$ cat src/rtl/mem_wb_reg.sv
// -----------------------------------------------------------------------------
// mem_wb_reg
//   MEM/WB pipeline register. It captures the MEM-stage results for the
//   write-back stage. It also tracks a sticky HALT flag and a saturating count
//   of retired instructions.
//
// Slot qualification:
//   i_valid marks a real instruction in the MEM slot. It is sampled only on an
//   advance edge. There is no back-pressure.
//   o_valid marks a real instruction in the WB slot.
//   o_regwrite is already qualified by o_valid and by rd != 0, so the register
//   file can use it directly as its write enable.
//
// Ports:
//   i_clk        rising-edge clock
//   i_reset      synchronous active-low reset
//   i_enable     run/step enable from the debug unit
//   i_stall      hold the current contents
//   i_flush      squash the current contents (needs i_enable)
//   i_valid      MEM slot holds a real instruction
//   i_address    ALU result / memory address      -> o_address
//   i_dataread   data-memory read word            -> o_dataread
//   i_memtoreg   WB select flag                   -> o_memtoreg
//   i_regwrite   instruction writes the reg file  -> o_regwrite (qualified)
//   i_rd         destination register index       -> o_rd
//   i_halt       instruction is HALT              -> o_halt (sticky)
//   o_valid      WB slot valid
//   o_retired    saturating retired-instruction count
// -----------------------------------------------------------------------------
module mem_wb_reg #(
  parameter int DATA_WIDTH     = 32,
  parameter int REG_ADDR_WIDTH = 5
) (
  input  logic                      i_clk,
  input  logic                      i_reset,
  input  logic                      i_enable,
  input  logic                      i_stall,
  input  logic                      i_flush,
  input  logic                      i_valid,
  input  logic [DATA_WIDTH-1:0]     i_address,
  input  logic [DATA_WIDTH-1:0]     i_dataread,
  input  logic                      i_memtoreg,
  input  logic                      i_regwrite,
  input  logic [REG_ADDR_WIDTH-1:0] i_rd,
  input  logic                      i_halt,
  output logic [DATA_WIDTH-1:0]     o_address,
  output logic [DATA_WIDTH-1:0]     o_dataread,
  output logic                      o_memtoreg,
  output logic                      o_regwrite,
  output logic [REG_ADDR_WIDTH-1:0] o_rd,
  output logic                      o_valid,
  output logic                      o_halt,
  output logic [DATA_WIDTH-1:0]     o_retired
);

  localparam logic [DATA_WIDTH-1:0] RETIRED_MAX = '1;

  logic flush_hit;
  logic advance;

  // A flush only takes effect while the pipeline is enabled. It overrides
  // both the stall and the halted state.
  assign flush_hit = i_enable & i_flush;
  assign advance   = i_enable & ~i_stall & ~o_halt & ~i_flush;

  always_ff @(posedge i_clk) begin
    if (!i_reset) begin
      o_address  <= '0;
      o_dataread <= '0;
      o_memtoreg <= 1'b0;
      o_regwrite <= 1'b0;
      o_rd       <= '0;
      o_valid    <= 1'b0;
      o_halt     <= 1'b0;
      o_retired  <= '0;
    end else if (flush_hit) begin
      // Squash the slot. The address, data and rd fields keep their values,
      // and the count and the halt flag are not changed.
      o_valid    <= 1'b0;
      o_regwrite <= 1'b0;
      o_memtoreg <= 1'b0;
    end else if (o_halt) begin
      // Frozen after HALT. The HALT's own write happens once, on the cycle
      // it is captured, and is never repeated.
      o_regwrite <= 1'b0;
    end else if (advance) begin
      o_address  <= i_address;
      o_dataread <= i_dataread;
      o_memtoreg <= i_memtoreg;
      o_rd       <= i_rd;
      o_valid    <= i_valid;
      // r0 is hard-wired to zero, so a write to it is dropped here.
      o_regwrite <= i_regwrite & i_valid & (i_rd != '0);
      if (i_valid && i_halt) begin
        o_halt <= 1'b1;
      end
      if (i_valid && (o_retired != RETIRED_MAX)) begin
        o_retired <= o_retired + DATA_WIDTH'(1);
      end
    end
    // The remaining case is a stall or disabled cycle: everything holds.
  end

endmodule

$ cat config.mk
export PLATFORM = sky130hd
export DESIGN_NAME = mem_wb_reg
export DESIGN_NICKNAME = d
export VERILOG_FILES = /design/src/rtl/mem_wb_reg.sv
export SDC_FILE = /design/constraint.sdc
export NUM_CORES = 1
export LEC_CHECK = 0
export ABC_AREA = 1
export BUFFER_PORTS_ARGS = -buffer_cell sky130_fd_sc_hd__buf_4
export CELL_PAD_IN_SITES_DETAIL_PLACEMENT = 0
export CELL_PAD_IN_SITES_GLOBAL_PLACEMENT = 1
export CORE_ASPECT_RATIO = 1.25
export CORE_UTILIZATION = 33
export DETAILED_ROUTE_END_ITERATION = 16
export GPL_TIMING_DRIVEN = 0
export PLACE_DENSITY = 0.86
export SLEW_MARGIN = 20
export SYNTH_ARGS = -nofsm -noshare
export SYNTH_HDL_FRONTEND = slang
export SYNTH_SLANG_ARGS = --single-unit
export TNS_END_PERCENT = 100
$ cat constraint.sdc
create_clock -name i_clk -period 2.4 [get_ports i_clk]
set_clock_uncertainty 0.15 [all_clocks]
set_input_delay 0.24 -clock i_clk [delete_from_list [all_inputs] [get_ports i_clk]]
set_output_delay 0.24 -clock i_clk [all_outputs]
set_load 0.005 [all_outputs]
==> flow_summary.ini, run 1 <==
[hold_path]
hold_class = primary input to register
hold_depth = 3

[logic_synthesis]
yosysWarnings = 0
synth_edf_count = 0
ys.flop_type = dfxtp_1
syn_area_mm2 = 0.004606
ys_types = 25
synthCells = 676
ys_seq_area_frac = 0.4564
syn_area_per_cell_um2 = 6.813
synth_fp_nets = 755
synthArstFlopShare = 0
synth_seq_cells = 105

[floorplanning]
io_pins = 183
core_mm2 = 0.01341
start_util = 0.3435
die_y_um = 134.1
die_area_mm2 = 0.01444
die_w_um = 107.7
fp-row-count = 47

[finish]
syn2layout_area_growth_pct = 53.14
num-fill-cells = 1333
drive_gt1_frac = 0.2331
n_antenna_cell = 0
layout_common_cells = 190 x nor2_1, 182 x buf_4, 155 x nand2_1
nNetsFinal = 1005
final_common_cell = nor2_1

[clock_network]
cts_buffer_depth = 2
cts_inserted_buffers = 9
worstSkewPairLatency_ns = 0.35
root_buffer = clkbuf_16
clkSinkCount = 105
cts-htree-levels = 3
clk_pin_slew_ns = 0.07
cts.repair.resized = 0
cts_tree = yes

[global_routing]
grt_pass1_vias = 4770
grt_antenna_before_repair = 0
grt-ovfl-total = 0
track_usage = 0.2052
grt_max_degree = 18
grt_pass1_wl_um = 23160

[timing]
fin_tns_setup_ns = 0
rsz0062_at_grt = false
relSlewSlack = 0.6449
worst_pin_slew_ns = 0.5327
maxSlewViolCount = 0
post-route-min-period_ns = 2.133
hold_viol = 0
fmax_mhz = 468.9
fin_ws_ns = 0.2674
report.final.setup_viol = 0
finalCritPeriodShare = 0.8886

[pwr]
power_density_mw_per_mm2 = 538.5
peakVddDrop_uv = 438.9
cellLeakagePower_nw = 2.987

[outcome]
outcome = completed

[route]
route.detailed.drc = 0
avgRoutedWirePerCell_um = 13.21
avgViaCountPerCell = 4.504
vias = 4963
antenna_left = 0
drtIter0Drc = 207
drt_pass1_iterations = 4
routed_wirelength_um = 14560

[worst_setup_path]
crit_path_start_kind = register
r2r_slack_ns = 0.27
crit_type = register to register
cp.arrival_ns = 2.20
cp.required_ns = 2.46
ff2ff_path_depth = 11
crit_path_max_fanout = 10
endpoint = o_retired[25]
end_kind = register
worstSetupStartpoint = o_retired[0]
rr_endpoint = o_retired[25]
r2r-start = o_retired[0]

[flow_run]
cap_violations = 0

[placement]
dp_hpwl_um = 10830
place.gp.congestion = 0.8161
io_buffers = 182
preCtsSetupSlack_ns = 0.2738
## worst min path at each step
| stage | startpoint | end |
|---|---|---|
| floorplan | i_memtoreg | o_memtoreg |
| global placement | o_valid | o_valid |
| detailed placement | o_memtoreg | o_memtoreg |
| CTS | i_dataread[2] | o_dataread[2] |
| global route | i_address[31] | o_address[31] |
| finish | i_dataread[2] | o_dataread[2] |
## flip-flops by register name, indices dropped and copies added, names as in the netlist
name	flops
o_address	32
o_dataread	32
o_retired	32
o_rd	5
o_halt	1
o_memtoreg	1
o_regwrite	1
o_valid	1
## cell usage after synthesis (all sizes together) (2+ instances only)
cell      n  area share
nand2   160        0.14
inv      36       0.029
nor2    197        0.17
nand3    22       0.024
xnor2     8       0.015
xor2      5      0.0095
buf       5      0.0095
dfxtp   105        0.46
a21oi    30       0.034
nand4     2      0.0027
clkbuf   24       0.020
o21ai    77       0.084
## routing by layer
layer	wire length [um]	track usage	share of wire
met5	0	0	0
met4	124	0.04642	0.0085
met3	1058	0.06754	0.073
met2	7517	0.3839	0.52
met1	5860	0.2196	0.40
## critical path, cell delays in order (launching register included)
cell and delay [ns]:
dfxtp_1 0.46, ha_1 0.29, inv_1 0.09, nor2_4 0.14, nand2_4 0.11, nor2_8 0.15, nand2_4 0.08, nand2_4 0.07
inv_2 0.09, buf_2 0.20, nand2_1 0.09, a21oi_1 0.06
## power breakdown
part           switching [W]  total [W]  leakage, nW  internal [W]
clock network       0.000680    0.00150        0.140      0.000818
registers          0.0000345    0.00184        0.855       0.00180
logic               0.000192   0.000461         1.99      0.000269
## what timing repair did
item	in CTS	in global routing
hold buffers	57	0
buffers inserted	0	0
endpoints found under the setup margin	0	0
hold endpoints to repair	57	0
## area by class of cell
class / count / area, um2 / area share
Multi-Input combinational cell: 505 / 2231 / 0.3163
Timing Repair Buffer: 239 / 1937 / 0.2746
Clock buffer: 11 / 232.7 / 0.03300
Sequential cell: 105 / 2102 / 0.2980
Buffer: 29 / 133.9 / 0.01898
Inverter: 37 / 138.9 / 0.01969
Tap cell: 171 / 214.0 / 0.03034
Clock inverter: 5 / 63.81 / 0.009047
## stage by stage
step                      instances  instance area (um2)  total power, W  hold WS (ns)  utilization
after floorplan                 676                 4606        0.002025        0.2337            -
after global placement         1029                 6186        0.002262        0.3079       0.4614
after detailed placement       1029                 6186        0.002265        0.3128       0.4614
after CTS                      1102                 7053        0.003841      0.001053       0.5260
after global routing           1102                 7053        0.003954       0.01495       0.5260
final                          1102                 7053        0.003798      0.007561       0.5260
## cell families after synthesis
| kind of cell | Yosys count | share of synthesized area |
|---|---|---|
| AOI/OAI and AO/OA | 108 | 0.1195 |
| xor gates and xnor gates | 13 | 0.02472 |
| adders and majority gates | 1 | 0.002716 |
| buffers and inverters | 66 | 0.05922 |
| DFF | 105 | 0.4564 |
| and+or+nand+nor | 383 | 0.3374 |
(Power assumes the default switching activity.)
==> run 2, diff against run 1 <==
--- a/config.mk
+++ b/config.mk
@@ -13,6 +13,7 @@
 export CORE_UTILIZATION = 33
 export DETAILED_ROUTE_END_ITERATION = 16
 export GPL_TIMING_DRIVEN = 0
+export HOLD_SLACK_MARGIN = 0.08
 export PLACE_DENSITY = 0.86
 export SLEW_MARGIN = 20
 export SYNTH_ARGS = -nofsm -noshare
==> flow_summary.ini, run 2 (synthesis gave the netlist of run 1 again) <==
[worst_setup_path]
cp.arrival_ns = 2.19
r2r-start = o_retired[0]
slowest_delay_ns = 0.46
crit_path_start_kind = register
cp_cell_sequence = ha_1 -> inv_1 -> nor2_4 -> nand2_4 -> nor2_8 -> nand2_4 -> nand2_4 -> inv_2 -> buf_2 -> nand2_1 -> a21oi_1
ff2ff_path_depth = 11
rr_endpoint = o_retired[25]
slowest_stage = dfxtp_1
r2r_slack_ns = 0.27
crit_path_max_fanout = 10
crit_type = register to register
end_kind = register
cp.required_ns = 2.47
crit_top_cell = nand2_4

[pwr]
power_density_mw_per_mm2 = 529.5
combPwrFrac = 0.128
peakVddDrop_uv = 443.7
p_sw_frac = 0.2414
power_switching_w = 0.0009266
p_clk_frac = 0.393
internal-power_w = 0.002912
cellLeakagePower_nw = 3.069
p_seq_frac = 0.479

[finish]
syn2layout_area_growth_pct = 57.38
final_util = 0.5406
largestRegisters = o_address x32, o_dataread x32, o_retired x32
drive_gt1_frac = 0.2303
n_antenna_cell = 0
layout_common_cells = 190 x nor2_1, 184 x buf_4, 155 x nand2_1
nNetsFinal = 1025
final_common_cell = nor2_1

[timing]
fin_tns_setup_ns = 0
relSlewSlack = 0.6616
rsz0062_at_grt = false
hold_viol = 0
worst_pin_slew_ns = 0.5076
whs_ns = 0.1618
maxSlewViolCount = 0
report.final.setup_viol = 0
post-route-min-period_ns = 2.126
finalCritPeriodShare = 0.8856
fmax_mhz = 470.5

[hold_path]
hold_class = primary input to register
min_to = o_retired[3]
min-delay-start = i_reset
hold_depth = 3

[route]
route.detailed.drc = 0
drt_pass1_iterations = 6
avgRoutedWirePerCell_um = 13.34
avgViaCountPerCell = 4.516
vias = 5067
drtIter0Drc = 205
antenna_left = 0
routed_wirelength_um = 14970

[global_routing]
grt-ovfl-total = 0
track_usage = 0.2109
grt_max_degree = 18
grt_pass1_wl_um = 23860
grt_pass1_vias = 4881
grt_antenna_before_repair = 0

[clock_network]
cts_tree = yes
root_buffer = clkbuf_16
clkSinkCount = 105
clk_pin_slew_ns = 0.07
cts_inserted_buffers = 9
worstSkewPairLatency_ns = 0.35
cts_buffer_depth = 2
cts-htree-levels = 3

[floorplanning]
core_mm2 = 0.01341
start_util = 0.3435
fp-row-count = 47
die_w_um = 107.7
io_pins = 183
die_area_mm2 = 0.01444
die_y_um = 134.1

[placement]
dp_hpwl_um = 10830
place.gp.congestion = 0.8161
io_buffers = 182

[flow_run]
cap_violations = 0

[outcome]
outcome = completed
[run 2: changes by cell type in the layout (fill, tap and decap cells not counted)]
| cell | change |
|---|---|
| buf_4 | +2 |
| dlygate4sd3_1 | +18 |
[run 2: area by class of cell]
class | count | area (um2)
multi-input cells | 505 | 2231
plain buffers | 29 | 133.9
repair buffers | 259 | 2132
well taps | 171 | 214.0
clock buffers | 11 | 232.7
flip-flops and latches | 105 | 2102
inverters | 37 | 138.9
fillers | 1296 | 6160
clock inverters | 5 | 63.81
[run 2: critical path: cells and delay by family, from the launching register on]
kind / cells / cell delay (ns)
and+or+nand+nor: 6 / 0.64
AOI/OAI and AO/OA: 1 / 0.06
adders and majority gates: 1 / 0.29
buffers and inverters: 3 / 0.38
DFF: 1 / 0.46
[run 2: what timing repair did]
item / 4_1_cts / 5_1_grt
setup endpoints to repair: 0 / 4
hold buffers: 75 / 0
endpoints found under the hold margin: 73 / 0
setup buffers: 0 / 2
gates resized for setup: 0 / 0
[run 2: worst max-delay path by stage]
stage	startpoint	endpoint	slack, ns	depth (start not counted)
6_report	o_retired[0]	o_retired[25]	0.27	11
5_1_grt	o_retired[0]	o_retired[25]	0.11	11
4_1_cts	i_enable	o_retired[30]	0.13	11
3_5_place_dp	o_halt	o_retired[4]	0.27	8
3_3_place_gp	o_retired[0]	o_retired[27]	0.28	11
2_1_floorplan	o_retired[0]	o_retired[21]	0.56	11
[run 2: power by group through the flow]
stage | Clock [W] | Sequential (W) | Combinational, W
2_1_floorplan | 0 | 0.00188 | 0.000145
3_3_place_gp | 0 | 0.00188 | 0.000387
4_1_cts | 0.00154 | 0.00184 | 0.000486
3_5_place_dp | 0 | 0.00188 | 0.000388
6_report | 0.00151 | 0.00184 | 0.000491
5_1_grt | 0.00160 | 0.00185 | 0.000539
[run 2: metrics by stage]
| stage | cell area, um2 | cells | power, W | setup slack (ns) |
|---|---|---|---|---|
| final | 7248 | 1122 | 0.003838 | 0.2745 |
| after global routing | 7248 | 1122 | 0.003985 | 0.1093 |
| after CTS | 7233 | 1120 | 0.003865 | 0.1285 |
| after detailed placement | 6186 | 1029 | 0.002265 | 0.2738 |
| after global placement | 6186 | 1029 | 0.002262 | 0.2811 |
| after floorplan | 4606 | 676 | 0.002025 | 0.5593 |
[run 2: layer usage]
| metal | vias up | track usage | routed length (um) |
|---|---|---|---|
| met1 | 2244 | 0.2256 | 6005 |
| met3 | 10 | 0.06560 | 1072 |
| met5 | - | 0 | 0 |
| met2 | 144 | 0.3981 | 7766 |
| li1 | 2669 | - | - |
| met4 | 0 | 0.04642 | 125 |
==> run 3, diff against run 2 <==
--- a/config.mk
+++ b/config.mk
@@ -9,7 +9,6 @@
 export BUFFER_PORTS_ARGS = -buffer_cell sky130_fd_sc_hd__buf_4
 export CELL_PAD_IN_SITES_DETAIL_PLACEMENT = 0
 export CELL_PAD_IN_SITES_GLOBAL_PLACEMENT = 1
-export CORE_ASPECT_RATIO = 1.25
 export CORE_UTILIZATION = 33
 export DETAILED_ROUTE_END_ITERATION = 16
 export GPL_TIMING_DRIVEN = 0
==> flow_summary.ini, run 3 (synthesis gave the netlist of run 1 again) <==
[outcome]
outcome = completed

[worst_setup_path]
crit_path_start_kind = primary input
end_kind = register
crit_type = primary input to register
cp.arrival_ns = 2.38
crit_path_max_fanout = 3
worstSetupStartpoint = i_enable
cp.required_ns = 2.55
r2r-start = o_halt

[floorplanning]
io_pins = 183
die_y_um = 120.1
start_util = 0.3437
fp-row-count = 42
die_area_mm2 = 0.01443
core_mm2 = 0.01340
die_w_um = 120.1

[timing]
worst_pin_slew_ns = 0.5754
post-route-min-period_ns = 2.229
report.final.setup_viol = 0
relSlewSlack = 0.6164
rsz0062_at_grt = false
hold_viol = 0
fmax_mhz = 448.6
finalCritPeriodShare = 0.9288
fin_tns_setup_ns = 0
maxSlewViolCount = 0

[clock_network]
cts_inserted_buffers = 9
cts_tree = yes
clkSinkCount = 105
cts_buffer_depth = 2
clk_pin_slew_ns = 0.08
cts_setup_buffers = 0
cts-htree-levels = 3
worstSkewPairLatency_ns = 0.35
root_buffer = clkbuf_16

[route]
drt_pass1_iterations = 5
avgViaCountPerCell = 4.551
drtIter0Drc = 168
avgRoutedWirePerCell_um = 13.08
routed_wirelength_um = 14720
antenna_left = 0
route.detailed.drc = 0
vias = 5124

[pwr]
p_total_w = 0.003923
peakVddDrop_uv = 411.2
cellLeakagePower_nw = 3.087
power_density_mw_per_mm2 = 539.2

[placement]
dp_hpwl_um = 10760
place.gp.congestion = 0.8849
dp.cells = 1034
io_buffers = 182

[global_routing]
grt-ovfl-total = 0
grt_max_degree = 19
grt_pass1_vias = 5071
grt_use_met3 = 0.07129
grt-busiest-layer = met2
met2_usage = 0.3775
grt_pass1_wl_um = 24430
met1_usage = 0.2358
grt_antenna_before_repair = 0
track_usage = 0.2147

[finish]
largestRegisters = o_address x32, o_dataread x32, o_retired x32
syn2layout_area_growth_pct = 57.95
drive_gt1_frac = 0.2316
n_antenna_cell = 0
nNetsFinal = 1024
final_common_cell = nor2_1
layout_common_cells = 190 x nor2_1, 182 x buf_4, 155 x nand2_1
final_util = 0.5429
instances_no_fill = 1126

[hold_path]
min-delay-start = i_valid
hold_class = primary input to register

[flow_run]
cap_violations = 0
-- run 3: worst paths after layout --
| check | endpoint | slack (ns) | cells after the start |
|---|---|---|---|
| max | o_regwrite | 0.17 | 7 |
| min | o_valid | 0.18 | 5 |
| max reg2reg | o_regwrite | 0.20 | 6 |
| min reg2reg | o_memtoreg | 0.32 | 2 |
-- run 3: cell type report --
cell class                 count  area [um2]
clock buffer                  11       252.7
tap                          176       220.2
clock inverter                 5       67.56
multi-input combinational    505        2231
inverter                      37       138.9
buffer                        29       135.1
fill                        1286        6126
sequential                   105        2102
timing repair buffer         258        2127
-- run 3: metal layers --
layer	routed length (um)	vias to the layer above
li1	-	2667
met1	6030	2281
met2	7191	151
met3	1124	25
met4	376	0
met5	0	-
-- run 3: worst max-delay path, cell delays in order --
cell	delay, ns
buf_4	0.11
dlygate4sd3_1	0.54
nand2_1	0.08
dlygate4sd3_1	0.55
nand2_1	0.08
a211oi_1	0.20
dlygate4sd3_1	0.57
-- run 3: power breakdown --
part / internal [W] / switching [W]
clock: 0.000884 / 0.000714
sequential: 0.00180 / 0.0000331
combinational: 0.000289 / 0.000199
total: 0.00298 / 0.000947
-- run 3: per-stage QoR --
stage	setup WS, ns	hold slack (ns)	area [um2]
global placement	0.2808	0.3066	6192
detailed placement	0.2830	0.3089	6192
floorplan	0.5593	0.2337	4606
finish	0.1710	0.1784	7274
global route	0.05676	0.1925	7274
CTS	0.09924	0.1773	7273
-- run 3: repair_timing --
action / in CTS / in global routing
endpoints found under the setup margin: 0 / 1
hold endpoints to repair: 73 / 0
gates resized for setup: 0 / 2
hold buffers: 76 / 0
